## src/rtl/risc_ctrl_fsm.sv

```systemverilog
// risc_ctrl_fsm: multi-cycle RV32I control sequencer (IDLE/FETCH/DECODE/EXEC/MEM/WB/TRAP).
// Optional feature: define RISC_ILLEGAL_TRAP_EN to trap illegal encodings instead of running them as NOP.
package risc_ctrl_pkg;
  typedef enum logic [2:0] {
    ST_IDLE   = 3'd0,
    ST_FETCH  = 3'd1,
    ST_DECODE = 3'd2,
    ST_EXEC   = 3'd3,
    ST_MEM    = 3'd4,
    ST_WB     = 3'd5,
    ST_TRAP   = 3'd6
  } state_t;

  typedef enum logic [3:0] {
    ALU_ADD  = 4'd0,
    ALU_SUB  = 4'd1,
    ALU_SLL  = 4'd2,
    ALU_SLT  = 4'd3,
    ALU_SLTU = 4'd4,
    ALU_XOR  = 4'd5,
    ALU_SRL  = 4'd6,
    ALU_SRA  = 4'd7,
    ALU_OR   = 4'd8,
    ALU_AND  = 4'd9
  } alu_op_t;

  typedef enum logic [6:0] {
    OP_R      = 7'b0110011,
    OP_I_ALU  = 7'b0010011,
    OP_LOAD   = 7'b0000011,
    OP_STORE  = 7'b0100011,
    OP_B_TYPE = 7'b1100011,
    OP_JAL    = 7'b1101111,
    OP_JALR   = 7'b1100111,
    OP_LUI    = 7'b0110111,
    OP_AUIPC  = 7'b0010111
  } opcode_t;
endpackage

module risc_ctrl_fsm
  import risc_ctrl_pkg::*;
#(
  parameter int MEM_TIMEOUT = 16
) (
  input  logic        clk,
  input  logic        rst_n,
  input  logic [31:0] instr,
  input  logic        br_eq,
  input  logic        br_lt,
  input  logic        br_ltu,
  input  logic        mem_ready,
  output logic        mem_req,
  output logic        mem_we,
  output logic        mem_is_fetch,
  output logic        ir_we,
  output logic        pc_we,
  output logic [1:0]  pc_sel,
  output logic        rf_we,
  output logic [1:0]  wb_sel,
  output logic [1:0]  alu_src_a,
  output logic        alu_src_b,
  output logic [2:0]  imm_sel,
  output logic [3:0]  alu_op,
  output logic        illegal_instr,
  output logic        bus_error,
  output logic [2:0]  state_dbg
);

  localparam int CW = (MEM_TIMEOUT > 1) ? $clog2(MEM_TIMEOUT) : 1;

  state_t        state, next_state;
  logic [CW-1:0] wait_cnt;
  logic          bus_error_q;
  logic          set_bus_error;
  logic          timeout_hit;

  logic [6:0]    opcode;
  logic [2:0]    funct3;
  logic [6:0]    funct7;
  logic          legal;
  logic          br_taken;
  alu_op_t       dec_alu_op;
  logic [1:0]    dec_src_a;
  logic          dec_src_b;
  logic [2:0]    dec_imm;

  assign opcode = instr[6:0];
  assign funct3 = instr[14:12];
  assign funct7 = instr[31:25];

  // Register indices and immediates are consumed by the datapath, not here.
  logic unused_instr_bits;
  assign unused_instr_bits = ^{instr[24:15], instr[11:7]};

  // NOTE: every variable written in an always_comb gets a default first; a
  // path that leaves one unassigned would infer a latch.
  always_comb begin
    legal      = 1'b1;
    dec_alu_op = ALU_ADD;
    dec_src_a  = 2'd0;
    dec_src_b  = 1'b0;
    dec_imm    = 3'd0;
    case (opcode)
      OP_R, OP_I_ALU: begin
        dec_src_b = (opcode == OP_I_ALU);
        case (funct3)
          3'b000:  dec_alu_op = (opcode == OP_R && instr[30]) ? ALU_SUB : ALU_ADD;
          3'b001:  dec_alu_op = ALU_SLL;
          3'b010:  dec_alu_op = ALU_SLT;
          3'b011:  dec_alu_op = ALU_SLTU;
          3'b100:  dec_alu_op = ALU_XOR;
          3'b101:  dec_alu_op = instr[30] ? ALU_SRA : ALU_SRL;
          3'b110:  dec_alu_op = ALU_OR;
          default: dec_alu_op = ALU_AND;
        endcase
        if (opcode == OP_R && funct7 != 7'h00 && funct7 != 7'h20) legal = 1'b0;
      end
      OP_LOAD, OP_JALR: dec_src_b = 1'b1;
      OP_STORE: begin
        dec_src_b = 1'b1;
        dec_imm   = 3'd1;
      end
      OP_B_TYPE: begin
        dec_alu_op = ALU_SUB;
        dec_imm    = 3'd2;
      end
      OP_LUI: begin
        dec_src_a = 2'd2;
        dec_src_b = 1'b1;
        dec_imm   = 3'd3;
      end
      OP_AUIPC: begin
        dec_src_a = 2'd1;
        dec_src_b = 1'b1;
        dec_imm   = 3'd3;
      end
      OP_JAL: begin
        dec_src_a = 2'd1;
        dec_src_b = 1'b1;
        dec_imm   = 3'd4;
      end
      default: legal = 1'b0;
    endcase
  end

  always_comb begin
    case (funct3)
      3'b000:  br_taken = br_eq;
      3'b001:  br_taken = !br_eq;
      3'b100:  br_taken = br_lt;
      3'b101:  br_taken = !br_lt;
      3'b110:  br_taken = br_ltu;
      3'b111:  br_taken = !br_ltu;
      default: br_taken = 1'b0;
    endcase
  end

  // Fires on the last permitted wait cycle so the trap lands exactly MEM_TIMEOUT cycles in.
  assign timeout_hit = (MEM_TIMEOUT != 0) && !mem_ready &&
                       (wait_cnt == CW'(MEM_TIMEOUT - 1));

`ifdef RISC_ILLEGAL_TRAP_EN
  logic set_illegal;
`endif

  always_comb begin
    next_state    = state;
    mem_req       = 1'b0;
    mem_we        = 1'b0;
    mem_is_fetch  = 1'b0;
    ir_we         = 1'b0;
    pc_we         = 1'b0;
    pc_sel        = 2'd0;
    rf_we         = 1'b0;
    wb_sel        = 2'd0;
    alu_src_a     = 2'd0;
    alu_src_b     = 1'b0;
    imm_sel       = 3'd0;
    alu_op        = ALU_ADD;
    set_bus_error = 1'b0;
`ifdef RISC_ILLEGAL_TRAP_EN
    set_illegal   = 1'b0;
`endif
    // Outputs are gated by rst_n so no enable leaks out during a reset cycle.
    if (rst_n) begin
      if (state inside {ST_DECODE, ST_EXEC, ST_MEM, ST_WB}) begin
        alu_op    = dec_alu_op;
        alu_src_a = dec_src_a;
        alu_src_b = dec_src_b;
        imm_sel   = dec_imm;
      end
      case (state)
        ST_IDLE: next_state = ST_FETCH;
        ST_FETCH: begin
          mem_req      = 1'b1;
          mem_is_fetch = 1'b1;
          if (mem_ready) begin
            ir_we      = 1'b1;
            next_state = ST_DECODE;
          end else if (timeout_hit) begin
            set_bus_error = 1'b1;
            next_state    = ST_TRAP;
          end
        end
        ST_DECODE: begin
`ifdef RISC_ILLEGAL_TRAP_EN
          if (!legal) begin
            set_illegal = 1'b1;
            next_state  = ST_TRAP;
          end else begin
            next_state = ST_EXEC;
          end
`else
          next_state = ST_EXEC;
`endif
        end
        ST_EXEC: begin
          if (!legal) begin
            pc_we      = 1'b1;
            next_state = ST_FETCH;
          end else begin
            case (opcode)
              OP_LOAD, OP_STORE: next_state = ST_MEM;
              OP_B_TYPE: begin
                pc_we      = 1'b1;
                pc_sel     = br_taken ? 2'd1 : 2'd0;
                next_state = ST_FETCH;
              end
              default: next_state = ST_WB;
            endcase
          end
        end
        ST_MEM: begin
          mem_req = 1'b1;
          mem_we  = (opcode == OP_STORE);
          if (mem_ready) begin
            if (opcode == OP_STORE) begin
              pc_we      = 1'b1;
              next_state = ST_FETCH;
            end else begin
              next_state = ST_WB;
            end
          end else if (timeout_hit) begin
            set_bus_error = 1'b1;
            next_state    = ST_TRAP;
          end
        end
        ST_WB: begin
          rf_we      = 1'b1;
          pc_we      = 1'b1;
          next_state = ST_FETCH;
          case (opcode)
            OP_JAL: begin
              wb_sel = 2'd2;
              pc_sel = 2'd1;
            end
            OP_JALR: begin
              wb_sel = 2'd2;
              pc_sel = 2'd2;
            end
            OP_LOAD: wb_sel = 2'd1;
            default: wb_sel = 2'd0;
          endcase
        end
        ST_TRAP: next_state = ST_TRAP;
        default: next_state = ST_IDLE;
      endcase
    end
  end

  // NOTE: sequential state uses non-blocking assignments only, and the reset
  // branch is inside the clocked block because reset is synchronous.
  always_ff @(posedge clk) begin
    if (!rst_n) begin
      state       <= ST_IDLE;
      bus_error_q <= 1'b0;
    end else begin
      state <= next_state;
      if (set_bus_error) bus_error_q <= 1'b1;
    end
  end

  always_ff @(posedge clk) begin
    if (!rst_n) begin
      wait_cnt <= '0;
    end else if (next_state != state) begin
      wait_cnt <= '0;
    end else if ((state == ST_FETCH || state == ST_MEM) && !mem_ready) begin
      wait_cnt <= wait_cnt + 1'b1;
    end
  end

`ifdef RISC_ILLEGAL_TRAP_EN
  logic illegal_q;
  always_ff @(posedge clk) begin
    if (!rst_n) illegal_q <= 1'b0;
    else if (set_illegal) illegal_q <= 1'b1;
  end
  assign illegal_instr = illegal_q;
`else
  assign illegal_instr = 1'b0;
`endif

  assign bus_error = bus_error_q;
  assign state_dbg = state;

endmodule

```

## config.mk

```make
export PLATFORM = sky130hd
export DESIGN_NAME = risc_ctrl_fsm
export DESIGN_NICKNAME = d
export VERILOG_FILES = /design/src/rtl/risc_ctrl_fsm.sv
export SDC_FILE = /design/constraint.sdc
export NUM_CORES = 1
export LEC_CHECK = 0
export BUFFER_PORTS_ARGS = -buffer_cell sky130_fd_sc_hd__buf_2
export CORE_ASPECT_RATIO = 1.4
export CORE_MARGIN = 3
export CORE_UTILIZATION = 45
export CTS_CLUSTER_DIAMETER = 150
export DETAILED_ROUTE_END_ITERATION = 16
export PLACE_DENSITY = 0.85
export SETUP_SLACK_MARGIN = 0.5
export SLEW_MARGIN = 20
export SYNTH_ARGS = -nofsm -noshare
export SYNTH_HDL_FRONTEND = slang
export SYNTH_SLANG_ARGS = --single-unit
```

## constraint.sdc

```tcl
create_clock -name clk -period 3.9 [get_ports clk]
set_input_delay 0.195 -clock clk [delete_from_list [all_inputs] [get_ports clk]]
set_output_delay 0.195 -clock clk [all_outputs]
set_load 0.03 [all_outputs]
```

-- Word level (Yosys, flattened, before mapping)
Index checks and enable logic that the tools add are counted.
- input port bits: 38
- output and inout port bits: 25
- register bits after elaboration: 8
- $add $sub $neg: 1
- muxes and demuxes: 56
- bitwise gates (word level): 1
- equal/unequal tests: 25
- reduce and logical (&&, ||, !) cells: 24
- operators with widths (kind ; number):
    2-to-1 mux 1 bit ; 28
    one-hot mux 4 bit (7 select lines) ; 1
    2-to-1 mux 3 bit ; 8
    equality test 3 bit (second input constant) ; 7
    equality test 7 x 6 -> 1 bit (second input constant) ; 3
    equality test 7 bit (second input constant) ; 3
    one-hot mux 3 bit (6 select lines) ; 1
    one-hot mux 2 bit (2 select lines) ; 4
    OR reduction 2 bit ; 8
    equality test 7 x 5 -> 1 bit (second input constant) ; 2
    equality test 3 x 2 -> 1 bit (second input constant) ; 4
    one-hot mux 3 bit (4 select lines) ; 1
    2-to-1 mux 2 bit ; 5
    2-to-1 mux 4 bit ; 2
    one-hot mux 4 bit (2 select lines) ; 1
    equality test 7 x 2 -> 1 bit (second input constant) ; 1
    inequality test 7 x 6 -> 1 bit (second input constant) ; 1
    nonzero test 7 bit ; 1
    OR reduction 7 bit ; 1
    equality test 3 x 1 -> 1 bit (second input constant) ; 2
    zero test 3 bit ; 2
    one-hot mux 1 bit (6 select lines) ; 1
    one-hot mux 3 bit (2 select lines) ; 1
    OR reduction 6 bit ; 1
    10 further kinds ; 18

-- Logic depth before layout (Yosys ltp)
Gate-level depths: netlist of run 1.
- word-level depth: 10
- mapped depth: 6
- mapped depth without buffers: 6

-- Worst setup path before layout of run 1
No wires, ideal clock.
- path kind: reg2out
- start point: reg state[1], in the netlist state_dbg[1]
- end point: out pc_sel[0]
- arrival time: 2.065 ns
- slack: 1.640 ns
- cell stages (with the launch flop): 5
- path through: dfxtp_1 clkbuf_1 clkbuf_1 o2111ai_1 o32ai_1
- longest elaborated chain between the ends: 3
- elaborated cells on any way between the ends: 4
- ends and longest elaborated chain (item ; line ; source):
    start, declared ; 71 ; state_t state, next_state;
    start signal, assigned ; 278 ; state <= next_state;
    equality test 3 bit or equality test 3 x 2 -> 1 bit (tied branches) ; 192 ; case (state)
    one-hot mux 2 bit (2 select lines) (*) ; 192 ;
    2-to-1 mux 2 bit (*) ; 185 ; if (rst_n) begin
    end, declared ; 57 ; output logic [1:0] pc_sel,
Mark *: on every way between the ends. The rest lies on a longest branch, timed or not.

-- Worst setup path after layout of run 1
- start point: reg state[0], in the netlist state_dbg[0]
- end point: out pc_sel[0]
The elaborated chain is that of the path after synthesis.

==> results of run 1 <==
[state kept, by name, summed over array words and instances (netlist names)]
name       cells
state_dbg      3
bus_error      1
wait_cnt       4
[synth_stat cells, types with 2 or more instances]
master / instances / area [um2]
nor2b_1: 5 / 31.3
nand3b_1: 3 / 22.5
nand3_1: 6 / 30.0
nor3b_1: 3 / 22.5
xor2_1: 3 / 26.3
nand2b_1: 6 / 37.5
nor3_1: 13 / 65.1
nand4_1: 2 / 12.5
clkbuf_1: 8 / 30.0
nor2_1: 13 / 48.8
o21bai_1: 2 / 15.0
o21ai_0: 3 / 15.0
nand2_1: 5 / 18.8
xnor2_1: 5 / 43.8
buf_2: 2 / 10.0
mux2i_1: 3 / 30.0
inv_1: 3 / 11.3
dfxtp_1: 8 / 160
o32ai_1: 2 / 17.5
nor4bb_1: 2 / 20.0
buf_4: 2 / 15.0
a31oi_1: 2 / 12.5
o21a_1: 5 / 37.5
a21oi_1: 11 / 55.1
and2_1: 2 / 12.5
[worst register-to-register path, stage by stage (launching register included)]
cell and delay (ns):
dfxtp_1 0.34, ha_1 0.24, a31oi_1 0.33, o21bai_1 0.11, a21oi_1 0.16, nand4_1 0.20, nor3_1 0.24
[placed cells by master (no fill, tap or decap), drive strengths merged, types with 4 or more instances in the layout]
master  count
dfxtp       8
nand2       5
nor2b       5
a21oi      11
nand2b      6
nand3       6
nor2       13
nor3       13
xnor2       5
buf        47
nand3b      4
o21a        5
[layout make-up]
type	instances	area share (%)
tap	21	2.22
clock buffer	3	1.90
multi-input combinational	113	61.4
inverter	3	0.949
sequential	8	13.5
timing repair buffer	47	20.0
[cell families after synthesis]
group | Yosys count
compound gates | 34
xor+xnor | 8
fa+ha+maj | 1
buf+inv | 15
flops | 8
mux | 3
other cells | 1
simple gates | 66
[report_power, final]
group | leakage, nW | total (mW) | internal (mW) | switching [mW]
Clock | 0.0138 | 0.0646 | 0.0353 | 0.0293
Sequential | 0.0650 | 0.0922 | 0.0840 | 0.00817
Combinational | 0.477 | 0.0815 | 0.0337 | 0.0478
[per-stage QoR]
stage                     hold WS, ns  total power, mW  cell area (um2)
after floorplan                 0.511            0.151              955
after global placement          0.450            0.172             1160
after detailed placement        0.458            0.175             1160
after CTS                       0.255            0.241             1190
after global routing            0.273            0.255             1190
final                           0.262            0.238             1190
[per-layer routing]
layer  vias to the layer above  track usage (%)
met5                         -                0
met4                         0             7.53
met3                         5             1.78
met2                        48             35.8
met1                       501             23.9
li1                        575                -
[worst paths after layout]
check | endpoint | slack [ns] | cells past startpoint
hold reg to reg | bus_error | 0.47 | 1
setup reg to reg | wait_cnt[0] | 2.20 | 6
hold / removal | state_dbg[0] | 0.26 | 3
setup / recovery | pc_sel[0] | 1.82 | 4
==> impl_metrics.py, run 1 <==
metrics = {
    "worst_setup_path": {
        "cpPeakStageDelay_ns": 0.59,
        "critical_path_peak_fanout": 14,
        "rr_startpoint": "wait_cnt[0]",
        "cp-startpoint": "state_dbg[0]",
        "critPathKind": "reg2out",
        "crit_buf_inv": 1,
        "crit_chain": "nor2b_1 > o2111ai_1 > o32ai_1 > buf_2",
        "arrival_ns": 1.89,
        "start_kind": "flip-flop",
        "crit_required_ns": 3.70,
        "slowest_stage": "dfxtp_1",
        "worstSetupEndpointType": "primary output",
        "cpLargestDelayFamily": "flip-flops",
    },
    "cells_and_area": {
        "fin_cells": 195,
        "seqCellArea_um2": 160,
        "area_growth_pct": 24.2,
        "drive_above_1_share_pct": 29.9,
        "fin_util_pct": 59.4,
        "antenna_cells": 0,
        "fill_cells": 200,
        "multi_input_area_um2": 728,
        "nNetsFinal": 215,
    },
    "timing": {
        "rsz0062_at_grt": "no",
        "finalSetupViolCount": 0,
        "tightest_slew_ns": 0.591,
        "hold_viol_final": 0,
        "max_slew_margin_pct": 60.5,
        "maxSlewViolCount": 0,
        "period_minus_slack_ns": 2.08,
        "fin_tns_setup_ns": 0,
        "worst_slack_ns": 1.82,
        "skew_ns": 0.00485,
        "fin_crit_sh_pct": 53.4,
        "max_freq_mhz": 480,
    },
    "power": {
        "total_leakage_power_nw": 0.556,
        "power.density_nw_per_um2": 201,
        "peakVddDrop_uv": 175,
    },
    "logic_synthesis": {
        "synth_xor_area_share_pct": 7.34,
        "yosysSeqAreaShare_pct": 16.8,
        "synth-simple-area-share_pct": 39.8,
        "syn_inst": 136,
        "synth_edf_count": 0,
        "ys.flop_type": "dfxtp_1",
        "async_reset_ff_share_pct": 0,
        "synth.area.mux_share_pct": 3.15,
        "ys_warn_count": 0,
        "syn-num-nets": 175,
        "ys_ff_latch": 8,
        "synth_cell_types": 42,
        "syn_avg_cell_area_um2": 7.02,
        "yosys.area_share.adder_pct": 1.31,
        "synth-compound-area-share_pct": 24.2,
        "synth_top_family_by_area": "simple AND/OR/NAND/NOR gates",
        "netlist_area_um2": 955,
    },
    "die": {
        "die_w_um": 44.9,
        "rows": 19,
        "io-pin-count": 63,
        "fp.dieH_um": 60.5,
        "initial_utilization_pct": 47.8,
        "dieArea_um2": 2720,
        "core_um2": 2000,
    },
    "worst_hold_path": {
        "min_from": "rst_n",
        "min_path_type": "in2reg",
    },
    "detailed_routing": {
        "topRoutingLayerUsed": "met4",
        "dr.pass1.iters": 4,
        "wl_per_cell_um": 13.5,
        "routed-wl-met3_um": 190,
        "met2WireLength_um": 1340,
        "num_vias": 1129,
        "vias_per_cell": 5.79,
        "drcViolationCount": 0,
        "drt_wl_total_um": 2620,
        "drtIter0Drc": 37,
        "m1WireLength_um": 1040,
        "ant_nets": 0,
    },
    "grt": {
        "first_global_vias": 1014,
        "grt_first_pass_wirelength_um": 4210,
        "grtUsageTotal_pct": 19.9,
        "antenna_found_initial": 0,
        "gr-total-overflow": 0,
        "grt_max_degree": 21,
    },
    "clock_tree": {
        "clock_sinks": 8,
        "cts_tree": "yes",
        "clk_pin_slew_ns": 0.05,
        "numCtsBuffers": 3,
        "htreeDepth": 1,
        "clock_latency_ns": 0.26,
        "cts_buffer_depth": 2,
        "cts_root_buf": "clkbuf_4",
        "post-cts-setup-buffer-count": 0,
        "cts_resized": 0,
        "ctsHoldBuffers": 0,
    },
    "placement": {
        "pre_cts_ws_ns": 2.08,
        "port_buffers": 46,
        "dp.cells": 192,
        "place.gp.congestion": 0.902,
        "dp_hpwl_um": 2070,
    },
    "run_status": {
        "status": "completed",
    },
    "job": {
        "maxCapViolCount": 0,
    },
}
Note: power is estimated with default switching activity, not from simulation.
==> run 2: changes to the inputs <==
--- a/config.mk
+++ b/config.mk
@@ -8,10 +8,10 @@
 export BUFFER_PORTS_ARGS = -buffer_cell sky130_fd_sc_hd__buf_2
 export CORE_ASPECT_RATIO = 1.4
 export CORE_MARGIN = 3
-export CORE_UTILIZATION = 45
+export CORE_UTILIZATION = 38
 export CTS_CLUSTER_DIAMETER = 150
 export DETAILED_ROUTE_END_ITERATION = 16
-export PLACE_DENSITY = 0.85
+export PLACE_DENSITY = 0.77
 export SETUP_SLACK_MARGIN = 0.5
 export SLEW_MARGIN = 20
 export SYNTH_ARGS = -nofsm -noshare
==> constraint.sdc (replaced) <==
create_clock -name clk -period 1.7 [get_ports clk]
set_input_delay 0.085 -clock clk [delete_from_list [all_inputs] [get_ports clk]]
set_output_delay 0.085 -clock clk [all_outputs]
set_load 0.03 [all_outputs]
==> impl_metrics.py, run 2 (synthesized netlist as in run 1, its figures left out) <==
metrics = {
    "grt": {
        "gr-total-overflow": 0,
        "grtUsageTotal_pct": 23.4,
        "first_global_vias": 1318,
        "grt_first_pass_wirelength_um": 5890,
        "antenna_found_initial": 0,
        "grt_max_degree": 12,
    },
    "die": {
        "fp.dieH_um": 65.3,
        "initial_utilization_pct": 41.9,
        "io-pin-count": 63,
        "die_w_um": 48.4,
        "dieArea_um2": 3160,
        "core_um2": 2280,
        "rows": 20,
    },
    "cells_and_area": {
        "antenna_cells": 0,
        "layout_commonest_cell": "buf_4",
        "final_cell_mix": "31 x buf_4, 24 x buf_2, 12 x buf_6",
        "largest_register_ffs": 4,
        "final_area_um2": 1840,
        "largest_register": "wait_cnt",
        "area_growth_pct": 93.2,
        "drive_above_1_share_pct": 61.7,
        "nNetsFinal": 236,
    },
    "worst_hold_path": {
        "min_path_type": "in2reg",
        "min_from": "rst_n",
    },
    "timing": {
        "fin_tns_setup_ns": 0,
        "skew_ns": 0.00350,
        "period_minus_slack_ns": 1.51,
        "finalSetupViolCount": 0,
        "whs_ns": 0.162,
        "maxSlewViolCount": 0,
        "max_freq_mhz": 664,
        "fin_crit_sh_pct": 88.6,
        "rsz0062_at_grt": "yes",
        "hold_viol_final": 0,
    },
    "clock_tree": {
        "cts_buffer_depth": 2,
        "htreeDepth": 1,
        "cts_root_buf": "clkbuf_4",
        "clock_latency_ns": 0.27,
        "clock_sinks": 8,
        "numCtsBuffers": 3,
        "clk_pin_slew_ns": 0.06,
        "cts_tree": "yes",
    },
    "detailed_routing": {
        "m1WireLength_um": 1320,
        "num_vias": 1277,
        "drtIter0Drc": 23,
        "wl_per_cell_um": 15.9,
        "topRoutingLayerUsed": "met4",
        "drcViolationCount": 0,
        "routed-wl-met3_um": 177,
        "drt_wl_total_um": 3650,
        "met2WireLength_um": 2000,
        "ant_nets": 0,
        "dr.pass1.iters": 4,
        "vias_per_cell": 5.58,
    },
    "run_status": {
        "status": "completed",
    },
    "power": {
        "finalPower_uw": 678,
        "peakVddDrop_uv": 411,
        "total_leakage_power_nw": 0.783,
        "power.density_nw_per_um2": 367,
    },
    "worst_setup_path": {
        "crit_required_ns": 1.62,
        "start_kind": "flip-flop",
        "critical_path_peak_fanout": 9,
        "critPathKind": "reg2out",
        "arrival_ns": 1.42,
        "rr_startpoint": "state_dbg[2]",
        "ff2ff_setup_slack_ns": 0.20,
        "cp-startpoint": "state_dbg[1]",
        "worstSetupEndpointType": "primary output",
    },
    "placement": {
        "postPlaceCellArea_um2": 1460,
        "place.gp.congestion": 0.836,
        "port_buffers": 46,
        "dp_hpwl_um": 2470,
    },
    "job": {
        "maxCapViolCount": 0,
    },
}
## run 2: cell types whose count changed in the layout (fill, tap and decap cells not counted), moves of 5 or more
| cell | before | now |
|---|---|---|
| dfxtp_1 | 8 | 3 |
| buf_4 | 1 | 31 |
| nor3_4 | 0 | 7 |
| nor2_1 | 13 | 7 |
| buf_2 | 46 | 24 |
| nor3_1 | 13 | 2 |
| buf_6 | 0 | 12 |
## run 2: worst max-delay path: stages (launching register included)
cell and delay, ns:
dfxtp_4 0.43, xor2_4 0.23, nand2_8 0.14, nor3_4 0.17, buf_4 0.18
## run 2: routing by layer
| layer | global-route usage [%] | vias to the layer above |
|---|---|---|
| met5 | 0 | - |
| met4 | 13.5 | 0 |
| met3 | 2.72 | 14 |
| met2 | 47.1 | 53 |
| met1 | 22.7 | 592 |
| li1 | - | 618 |
## run 2: worst paths after layout
| kind | end | cells after the start |
|---|---|---|
| setup / recovery | alu_op[2] | 4 |
| hold / removal | state_dbg[0] | 3 |
| setup reg to reg | wait_cnt[0] | 6 |
| hold reg to reg | bus_error | 1 |
## run 2: area by class of cell
type	count	area (um2)
timing repair buffer	68	503
multi-input combinational	113	1080
fill	146	433
clock buffer	4	26.3
tap	33	41.3
inverter	3	16.3
sequential	8	176
## run 2: repair_timing
action | in CTS | in global routing
cloned | 0 | 0
hold buffers | 0 | 0
endpoints found under the setup margin | 27 | 28
pin swaps | 13 | 11
resized for setup | 41 | 21
setup buffers | 14 | 3
## run 2: report_power, final
| part | leakage, nW | internal (mW) | total (mW) | switching (mW) |
|---|---|---|---|---|
| logic | 0.700 | 0.134 | 0.304 | 0.169 |
| registers | 0.0682 | 0.190 | 0.204 | 0.0141 |
| clock network | 0.0150 | 0.0907 | 0.169 | 0.0787 |
## run 2: metrics by stage
stage / std cells / util [%] / worst slack [ns]
global route: 229 / 81.0 / 0.106
finish: 229 / 81.0 / 0.194
floorplan: 136 / - / 0.333
detailed placement: 208 / 64.3 / 0.151
CTS: 226 / 76.7 / 0.191
global placement: 208 / 64.3 / 0.172
